### src/rtl/id_hazard_forward_pkg.sv
// ============================================================================
// id_hazard_forward_pkg : shared types and encodings for ID-stage forwarding
// Revision: 1.0
// ============================================================================
`default_nettype none

package id_hazard_forward_pkg;

    localparam int REG_AW_MAX = 16;
    localparam int FWD_RF     = 0;

    function automatic int sel_w(input int depth);
        return $clog2(depth + 1);
    endfunction

    // The rd field is sized for the widest register file; narrower files zero-extend.
    typedef struct packed {
        logic                  v;
        logic [REG_AW_MAX-1:0] rd;
        logic                  wr;
        logic                  ld;
    } shadow_entry_t;

endpackage

`default_nettype wire

### src/rtl/id_hazard_forward_fwd_match_prio.sv
// ============================================================================
// fwd_match_prio : one ID operand against all in-flight writers, youngest wins
// Revision: 1.0
// ============================================================================
`default_nettype none

module fwd_match_prio
    import id_hazard_forward_pkg::*;
#(
    parameter  int REG_AW   = 5,
    parameter  int DEPTH    = 3,
    parameter  int LOAD_RDY = 2,
    localparam int SELW     = sel_w(DEPTH)
) (
    input  logic                      id_valid,
    input  logic [REG_AW-1:0]         src,
    input  logic                      src_used,
    input  shadow_entry_t [DEPTH-1:0] entries,
    output logic [SELW-1:0]           sel,
    output logic                      stall_req
);

    // Scan oldest to youngest so the youngest match overwrites the result.
    always_comb begin
        sel       = SELW'(FWD_RF);
        stall_req = 1'b0;
        for (int s = DEPTH - 1; s >= 0; s--) begin
            if (id_valid && src_used && entries[s].v && entries[s].wr &&
                (entries[s].rd == REG_AW_MAX'(src)) && (src != '0)) begin
                if (!entries[s].ld || (s >= LOAD_RDY)) begin
                    sel       = SELW'(s + 1);
                    stall_req = 1'b0;
                end else begin
                    sel       = SELW'(FWD_RF);
                    stall_req = 1'b1;
                end
            end
        end
    end

endmodule

`default_nettype wire

### src/rtl/id_hazard_forward.sv
// ============================================================================
// id_hazard_forward : ID-stage forward select, load-use stall and stall counter
// Revision: 1.0
// ============================================================================
`default_nettype none

module id_hazard_forward
    import id_hazard_forward_pkg::*;
#(
    parameter  int REG_AW   = 5,
    parameter  int NSRC     = 2,
    parameter  int DEPTH    = 3,
    parameter  int LOAD_RDY = 2,
    parameter  int CNT_W    = 16,
    localparam int SELW     = sel_w(DEPTH)
) (
    input  logic                   clk,
    input  logic                   rst_n,
    input  logic                   id_valid,
    input  logic [NSRC*REG_AW-1:0] id_src,
    input  logic [NSRC-1:0]        id_src_used,
    input  logic [REG_AW-1:0]      id_rd,
    input  logic                   id_regwrite,
    input  logic                   id_is_load,
    input  logic                   hold,
    input  logic                   flush,
    output logic [NSRC*SELW-1:0]   fwd_sel,
    output logic                   stall,
    output logic                   issue,
    output logic [CNT_W-1:0]       stall_count
);

    shadow_entry_t [DEPTH-1:0] entries_q;
    shadow_entry_t [DEPTH-1:0] entries_d;
    logic [CNT_W-1:0]          stall_count_q;
    logic [CNT_W-1:0]          stall_count_d;

    logic [NSRC*SELW-1:0]      w_sel;
    logic [NSRC-1:0]           w_stall_req;
    logic                      w_stall;
    logic                      w_issue;
    shadow_entry_t             w_new_entry;

    genvar i;
    generate
        for (i = 0; i < NSRC; i++) begin : g_src
            fwd_match_prio #(
                .REG_AW   (REG_AW),
                .DEPTH    (DEPTH),
                .LOAD_RDY (LOAD_RDY)
            ) u_match (
                .id_valid  (id_valid),
                .src       (id_src[i*REG_AW +: REG_AW]),
                .src_used  (id_src_used[i]),
                .entries   (entries_q),
                .sel       (w_sel[i*SELW +: SELW]),
                .stall_req (w_stall_req[i])
            );
        end
    endgenerate

    assign w_stall = |w_stall_req;
    assign w_issue = id_valid & ~w_stall & ~hold & ~flush;

    assign fwd_sel     = rst_n ? w_sel : '0;
    assign stall       = rst_n & w_stall;
    assign issue       = rst_n & w_issue;
    assign stall_count = stall_count_q;

    always_comb begin
        w_new_entry    = '0;
        w_new_entry.v  = 1'b1;
        w_new_entry.rd = REG_AW_MAX'(id_rd);
        w_new_entry.wr = id_regwrite;
        w_new_entry.ld = id_is_load;
    end

    // Shadow pipeline advances with the real one; a stalled or killed ID slot becomes a bubble.
    always_comb begin
        entries_d     = entries_q;
        stall_count_d = stall_count_q;
        if (!hold) begin
            for (int s = DEPTH - 1; s >= 1; s--) begin
                entries_d[s] = entries_q[s-1];
            end
            entries_d[0] = w_issue ? w_new_entry : '0;
            if (w_stall && (stall_count_q != '1)) begin
                stall_count_d = stall_count_q + CNT_W'(1);
            end
        end
    end

    always_ff @(posedge clk) begin
        if (!rst_n) begin
            entries_q     <= '0;
            stall_count_q <= '0;
        end else begin
            entries_q     <= entries_d;
            stall_count_q <= stall_count_d;
        end
    end

endmodule

`default_nettype wire

### config.mk
export PLATFORM = sky130hd
export DESIGN_NAME = id_hazard_forward
export DESIGN_NICKNAME = d
export VERILOG_FILES = /design/src/rtl/id_hazard_forward_pkg.sv /design/src/rtl/id_hazard_forward_fwd_match_prio.sv /design/src/rtl/id_hazard_forward.sv
export SDC_FILE = /design/constraint.sdc
export NUM_CORES = 1
export LEC_CHECK = 0
export CAP_MARGIN = 20
export CORE_ASPECT_RATIO = 1.5
export CORE_MARGIN = 4
export CORE_UTILIZATION = 40
export DETAILED_ROUTE_END_ITERATION = 8
export PLACE_DENSITY = 0.7
export SLEW_MARGIN = 15
export SYNTH_ARGS = -nofsm -noshare
export SYNTH_HDL_FRONTEND = slang
export SYNTH_SLANG_ARGS = --single-unit
### constraint.sdc
create_clock -name clk -period 5.35 [get_ports clk]
set_input_delay 1.07 -clock clk [delete_from_list [all_inputs] [get_ports clk]]
set_output_delay 1.07 -clock clk [all_outputs]
set_load 0.005 [all_outputs]
==> impl_metrics.yaml, run 1 <==
outcome:
  status: "completed"
global_route:
  grt_max_degree: 27
  globalRouteMet1Util_pct: 19.3
  busiest_layer: "met2"
  use_met2_pct: 31.6
  grt_pass1_wl_mm: 9.21
  grt_pass1_vias: 2000
  grt.met3_usage_pct: 3.88
  grt-ovfl-total: 0
  grt_usage_pct: 18.1
  antenna_found_initial: 0
placed_design:
  pre_cts_ws_ns: 0.608
  port-buffer-count: 45
  dp.cells: 348
  dp.final_hpwl_mm: 4.36
  dpl-instance-area_mm2: 0.00270
  gp_congestion: 0.882
sta:
  max_slew_margin_pct: 38.8
  fin_worst_skew_ns: 0.00883
  layout_min_cycle_time_ns: 4.80
  setup_viol: 0
  post-route-period-util_pct: 89.6
  worst_slack_ns: 0.554
  worst_slew_pin_slew_ns: 0.916
  hold_viol: 0
  max_clock_freq_ghz: 0.209
  rsz0062_at_grt: "false"
  slew_viol_final: 0
  fin_setup_tns_ns: 0
run:
  drv_cap: 0
power:
  p_leak_nw: 0.979
  vdd_drop_max_v: 0.000152
  finalPower_w: 0.000554
  p_per_area_mw_per_mm2: 199
worst_setup_path:
  required_ns: 4.28
  r2r-end: "stall_count[1]"
  r2r-start: "entries_q[5]"
  cp-end-kind: "output pin"
  critPathArrivalTime_ns: 3.73
  crit_chain: "clkdlybuf4s50_1 > or4_1 > o211ai_1 > or4b_1 > o211ai_1 > nor4_4 > clkdlybuf4s50_1"
  worstSetupPathType: "input port to output pin"
  critPathTopFamily: "buffers and inverters"
  r2r_cells: 7
  slowest_stage: "or4_1"
  path_buf_inv: 2
  crit_fanout: 4
  worstSetupStartpointType: "input port"
  regToRegSetupSlack_ns: 2.66
  slowest_delay_ns: 0.57
clock_network:
  clock_latency_ns: 0.30
  cts_buffers: 5
  path_clk_slew_ns: 0.08
  ctsResizeCount: 0
  clock_sinks: 39
  cts_tree: "yes"
  postCtsHoldBufs: 0
  clockBufferDepth: 2
  h-tree-depth: 2
  clockRootBuffer: "clkbuf_8"
  post-cts-setup-buffers: 0
logic_synthesis:
  syn_avg_cell_area_um2: 9.12
  synth_cells: 240
  ys.flop_type: "dfxtp_1"
  synth-seq-cells: 39
  synth.area.top_cells: "dfxtp_1 36%, mux2i_1 8.2%, xnor2_1 8.0%"
  synth_edf_count: 0
  async_reset_ff_share_pct: 0
  synth_cell_types: 45
  yosys_warnings: 0
  synth_top_area_cell: "dfxtp_1"
  synth.cell_area_mm2: 0.00219
  syn-num-nets: 265
  synth_top_area_share_pct: 35.7
  ys_seq_area_share_pct: 35.7
cells_and_area:
  drive_gt1_share_pct: 6.94
  nNetsFinal: 312
  finalInstanceArea_mm2: 0.00279
  areaGrowthSynthToFinish_pct: 27.3
  antenna_cells: 0
  final_cells: 356
route:
  drt_wl_total_mm: 5.59
  via_per_inst: 5.61
  first_pass_iters: 4
  via_count: 1996
  ant_nets: 0
  wl_per_cell_um: 15.7
  drc_errors: 0
  dr.first_iter.drc_count: 126
floorplanning:
  fp.dieArea_mm2: 0.00675
  die_h_um: 98.6
  core_area_mm2: 0.00525
  row_count: 32
  start_util_pct: 41.7
  die_w_um: 68.4
  io-pin-count: 46
hold_path:
  hold_path_class: "flop to flop"
  min-delay-start: "stall_count[15]"
  holdPathEnd: "stall_count[15]"
  hold_depth: 2
## cells by family after synthesis
kind of cell,after synthesis,synth area share [%]
xor+xnor,31,12.4
flops,39,35.7
simple gates,96,25.7
fa+ha+maj,1,0.571
buf+inv,12,2.97
compound gates,41,13.5
mux,20,9.26
## metrics by stage
stage               utilization (%)  hold slack, ns
floorplan                         -           0.464
global placement               51.4           0.489
detailed placement             51.4           0.503
CTS                            53.1           0.516
global route                   53.1           0.538
finish                         53.1           0.514
## cell usage after synthesis, types with 4 or more instances
| library cell | n |
|---|---|
| a22o_1 | 7 |
| nor2_1 | 22 |
| dfxtp_1 | 39 |
| nand2_1 | 10 |
| nand3_1 | 11 |
| a21oi_1 | 12 |
| and3_1 | 6 |
| xnor2_1 | 20 |
| o21ai_1 | 7 |
| mux2i_1 | 18 |
| or4_1 | 8 |
| xor2_1 | 11 |
| clkbuf_1 | 5 |
| nand2b_1 | 4 |
| or3_1 | 9 |
| o31ai_1 | 5 |
| nand4_1 | 9 |
## flip-flops by register name, indices dropped and copies added, names as in the netlist
| name | cells |
|---|---|
| stall_count | 16 |
| entries_q | 23 |
## power breakdown
group	internal, W	switching, W	leakage [nW]
Sequential	0.000293	0.00000371	0.315
Combinational	0.0000308	0.0000274	0.624
Clock	0.0000907	0.000109	0.0402
## per-layer routing
metal  vias to the layer above  share of wire (%)
met3                        15                5.1
met4                         0                3.3
met5                         -                  0
li1                        976                  -
met2                        71                 52
met1                       934                 40
## worst max-delay path by stage
| stage | end | startpoint | cells after the start |
|---|---|---|---|
| global route | issue | id_src[1] | 7 |
| CTS | issue | id_src[0] | 8 |
| detailed placement | issue | id_src[0] | 8 |
| global placement | issue | id_src[0] | 8 |
| finish | issue | id_src[1] | 7 |
| floorplan | issue | id_src[0] | 7 |
## cells in the final DEF, fill, tap and decap left out, types with 3 or more instances in the layout
master           instances
clkbuf_8                 5
nor2_1                  22
a21oi_1                 12
dfxtp_1                 39
and3_1                   6
or3_1                    9
xor2_1                  11
nand2_1                 10
or4_1                    8
nand3_1                 11
o31ai_1                  5
nand4_1                  9
a22o_1                   7
nor3_1                   3
inv_1                    3
xnor2_1                 20
nand2b_1                 4
clkdlybuf4s50_1         45
buf_4                    3
o21ai_1                  7
mux2i_1                 18
## worst register-to-register path: stages (launching register included)
cell and delay, ns:
dfxtp_1 0.47, xnor2_1 0.15, nand4_1 0.14, or3_2 0.52
and2_4 0.17, o311ai_4 0.81, mux2i_1 0.27, nor2_1 0.05
## layout make-up
cell class	count	area, um^2
clock buffer	5	68.8
clock inverter	3	20.0
fill	510	2460
inverter	4	15.0
multi-input combinational	189	1340
sequential	39	781
tap	68	85.1
timing repair buffer	48	473
Note: power is estimated with default switching activity, not from simulation.
==> run 2: changes to the inputs <==
Settings changed: PLACE_DENSITY 0.7 to 0.69, SKIP_LAST_GASP from default to 1, SYNTH_HIERARCHICAL from default to 1.
==> run 2 against run 1 <==
  * Sequential power is essentially flat
  * Critical path type unchanged
  * Utilization grew 3.5 points
  * Critical path depth grew 1
  * Sequential cell count is the same
  * Worst hold slack lost 0.016 ns
  * Clock skew shrank 0.0013 ns
  * Highest routed layer unchanged
  * Combinational power grew 13%
  * Largest cell class unchanged
  * Register-to-register slack lost 0.05 ns
  * Sequential share of layout area shrank 4.3 points
  * Count of clock-buffer cells in the layout grew 1
==> impl_metrics.yaml, run 2 <==
sta:
  layout_min_cycle_time_ns: 4.85
  fin_setup_tns_ns: 0
  post-route-period-util_pct: 90.7
  fin_worst_skew_ns: 0.00755
  worst_slew_pin_slew_ns: 0.511
  max_slew_margin_pct: 65.6
  holdWs_ns: 0.498
  hold_viol: 0
  rsz0062_at_grt: "false"
  setup_viol: 0
  slew_viol_final: 0
  max_clock_freq_ghz: 0.206
worst_setup_path:
  crit_chain: "clkdlybuf4s50_1 > or4_1 > o211ai_2 > nor4_1 > nand3_1 > mux2_2 > nor3_2 > clkdlybuf4s50_1"
  critPathMostFrequentCell: "clkdlybuf4s50_1"
  critPathArrivalTime_ns: 3.78
  worstSetupPathType: "input port to output pin"
  cp.depth: 8
  cp-end-kind: "output pin"
  critPathTopFamily: "buffers and inverters"
  r2r_cells: 10
  crit_fanout: 4
  crit_path_start: "id_src[6]"
  worstSetupStartpointType: "input port"
  path_buf_inv: 2
  slowest_delay_ns: 0.59
  required_ns: 4.28
  r2r-start: "entries_q[23]"
  slowest_stage: "or4_1"
outcome:
  status: "completed"
route:
  ant_nets: 0
  first_pass_iters: 4
  drt_wl_total_mm: 6.08
  dr.first_iter.drc_count: 80
  via_count: 2166
  via_per_inst: 4.82
  drc_errors: 0
  wl_per_cell_um: 13.5
floorplanning:
  die_h_um: 103
  fp.dieArea_mm2: 0.00735
  row_count: 34
  start_util_pct: 41.3
  io-pin-count: 46
  die_w_um: 71.3
  core_area_mm2: 0.00583
clock_network:
  clock_latency_ns: 0.29
  ctsResizeCount: 0
  h-tree-depth: 2
  clockBufferDepth: 2
  cts_tree: "yes"
  path_clk_slew_ns: 0.07
  clock_sinks: 39
  post-cts-setup-buffers: 0
  cts_buffers: 5
  clockRootBuffer: "clkbuf_8"
  postCtsHoldBufs: 0
logic_synthesis:
  yosys_warnings: 6
  syn_avg_cell_area_um2: 9.12
  synth.cell_area_mm2: 0.00241
  synth_cells: 264
cells_and_area:
  multi_input_comb_area_mm2: 0.00183
  sequential_cell_area_um2: 781
  largest_register_ffs: 23
  areaGrowthSynthToFinish_pct: 37.0
  fillers: 568
  final_cell_mix: "66 x conb_1, 45 x clkdlybuf4s50_1, 39 x dfxtp_1"
  nNetsFinal: 401
  top_register: "entries_q"
  drive_gt1_share_pct: 7.16
  utilization_pct: 56.6
  layout_commonest_cell: "conb_1"
  antenna_cells: 0
power:
  vdd_drop_max_v: 0.000157
  p_leak_nw: 1.43
  p_per_area_mw_per_mm2: 188
global_route:
  grt_pass1_wl_mm: 9.98
  grt_usage_pct: 17.2
  antenna_found_initial: 0
  grt-ovfl-total: 0
  grt_pass1_vias: 2105
  grt_max_degree: 27
hold_path:
  hold_depth: 2
  min-delay-start: "stall_count[15]"
  hold_path_class: "flop to flop"
run:
  drv_cap: 0
placed_design:
  port-buffer-count: 45
  dp.final_hpwl_mm: 4.69
  gp_congestion: 0.815
-- run 2: cell count changes in the layout (fill, tap and decap cells not counted), sizes merged, moves of 8 or more --
cell   before  now
or3        10    2
conb        0   66
a21oi      13    0
nor4        3   22
nor2b       1   15
and2        3   18
nor2       22    8
xor2       11   26
nand2      10   18
-- run 2: cell type report --
| cell class | instances | share of cell area, % |
|---|---|---|
| Clock buffer | 6 | 2.50 |
| Clock inverter | 2 | 1.06 |
| Inverter | 1 | 0.114 |
| Multi-Input combinational cell | 281 | 55.6 |
| Sequential cell | 39 | 23.7 |
| Tap cell | 72 | 2.73 |
| Timing Repair Buffer | 48 | 14.3 |
-- run 2: power by group --
part           internal (W)  switching, W  total (W)
Sequential         0.000293    0.00000359   0.000296
Clock              0.000151      0.000107   0.000258
Combinational     0.0000335     0.0000324  0.0000660
Total              0.000477      0.000143   0.000621
-- run 2: through the flow --
| stage | cell area (um^2) | cells | total power [W] | worst slack, ns |
|---|---|---|---|---|
| 2_1_floorplan | 2650 | 329 | 0.000337 | 1.49 |
| 3_3_place_gp | 3180 | 441 | 0.000367 | 0.532 |
| 3_5_place_dp | 3180 | 441 | 0.000368 | 0.503 |
| 4_1_cts | 3300 | 449 | 0.000625 | 0.500 |
| 5_1_grt | 3300 | 449 | 0.000647 | 0.424 |
| 6_report | 3300 | 449 | 0.000621 | 0.497 |
-- run 2: final timing paths --
| kind | to | slack (ns) |
|---|---|---|
| hold reg to reg | stall_count[15] | 0.50 |
| setup reg to reg | stall_count[15] | 2.61 |
| setup / recovery | issue | 0.50 |
| hold / removal | stall_count[15] | 0.50 |
-- run 2: metal layers --
layer  track usage [%]  vias up  routed length [um]
met3              3.61       10                 310
met5                 0        -                   0
met2              31.2       54                3120
met1              19.8      983                2540
met4              6.22        0                 109
li1                  -     1119                   -
-- run 2: worst reg2reg max path: cells and delay by family, from the launching register on --
kind / cells / cell delay, ns
compound gates: 2 / 0.29
xor+xnor: 1 / 0.19
simple gates: 6 / 1.55
flops: 1 / 0.44
mux: 1 / 0.20
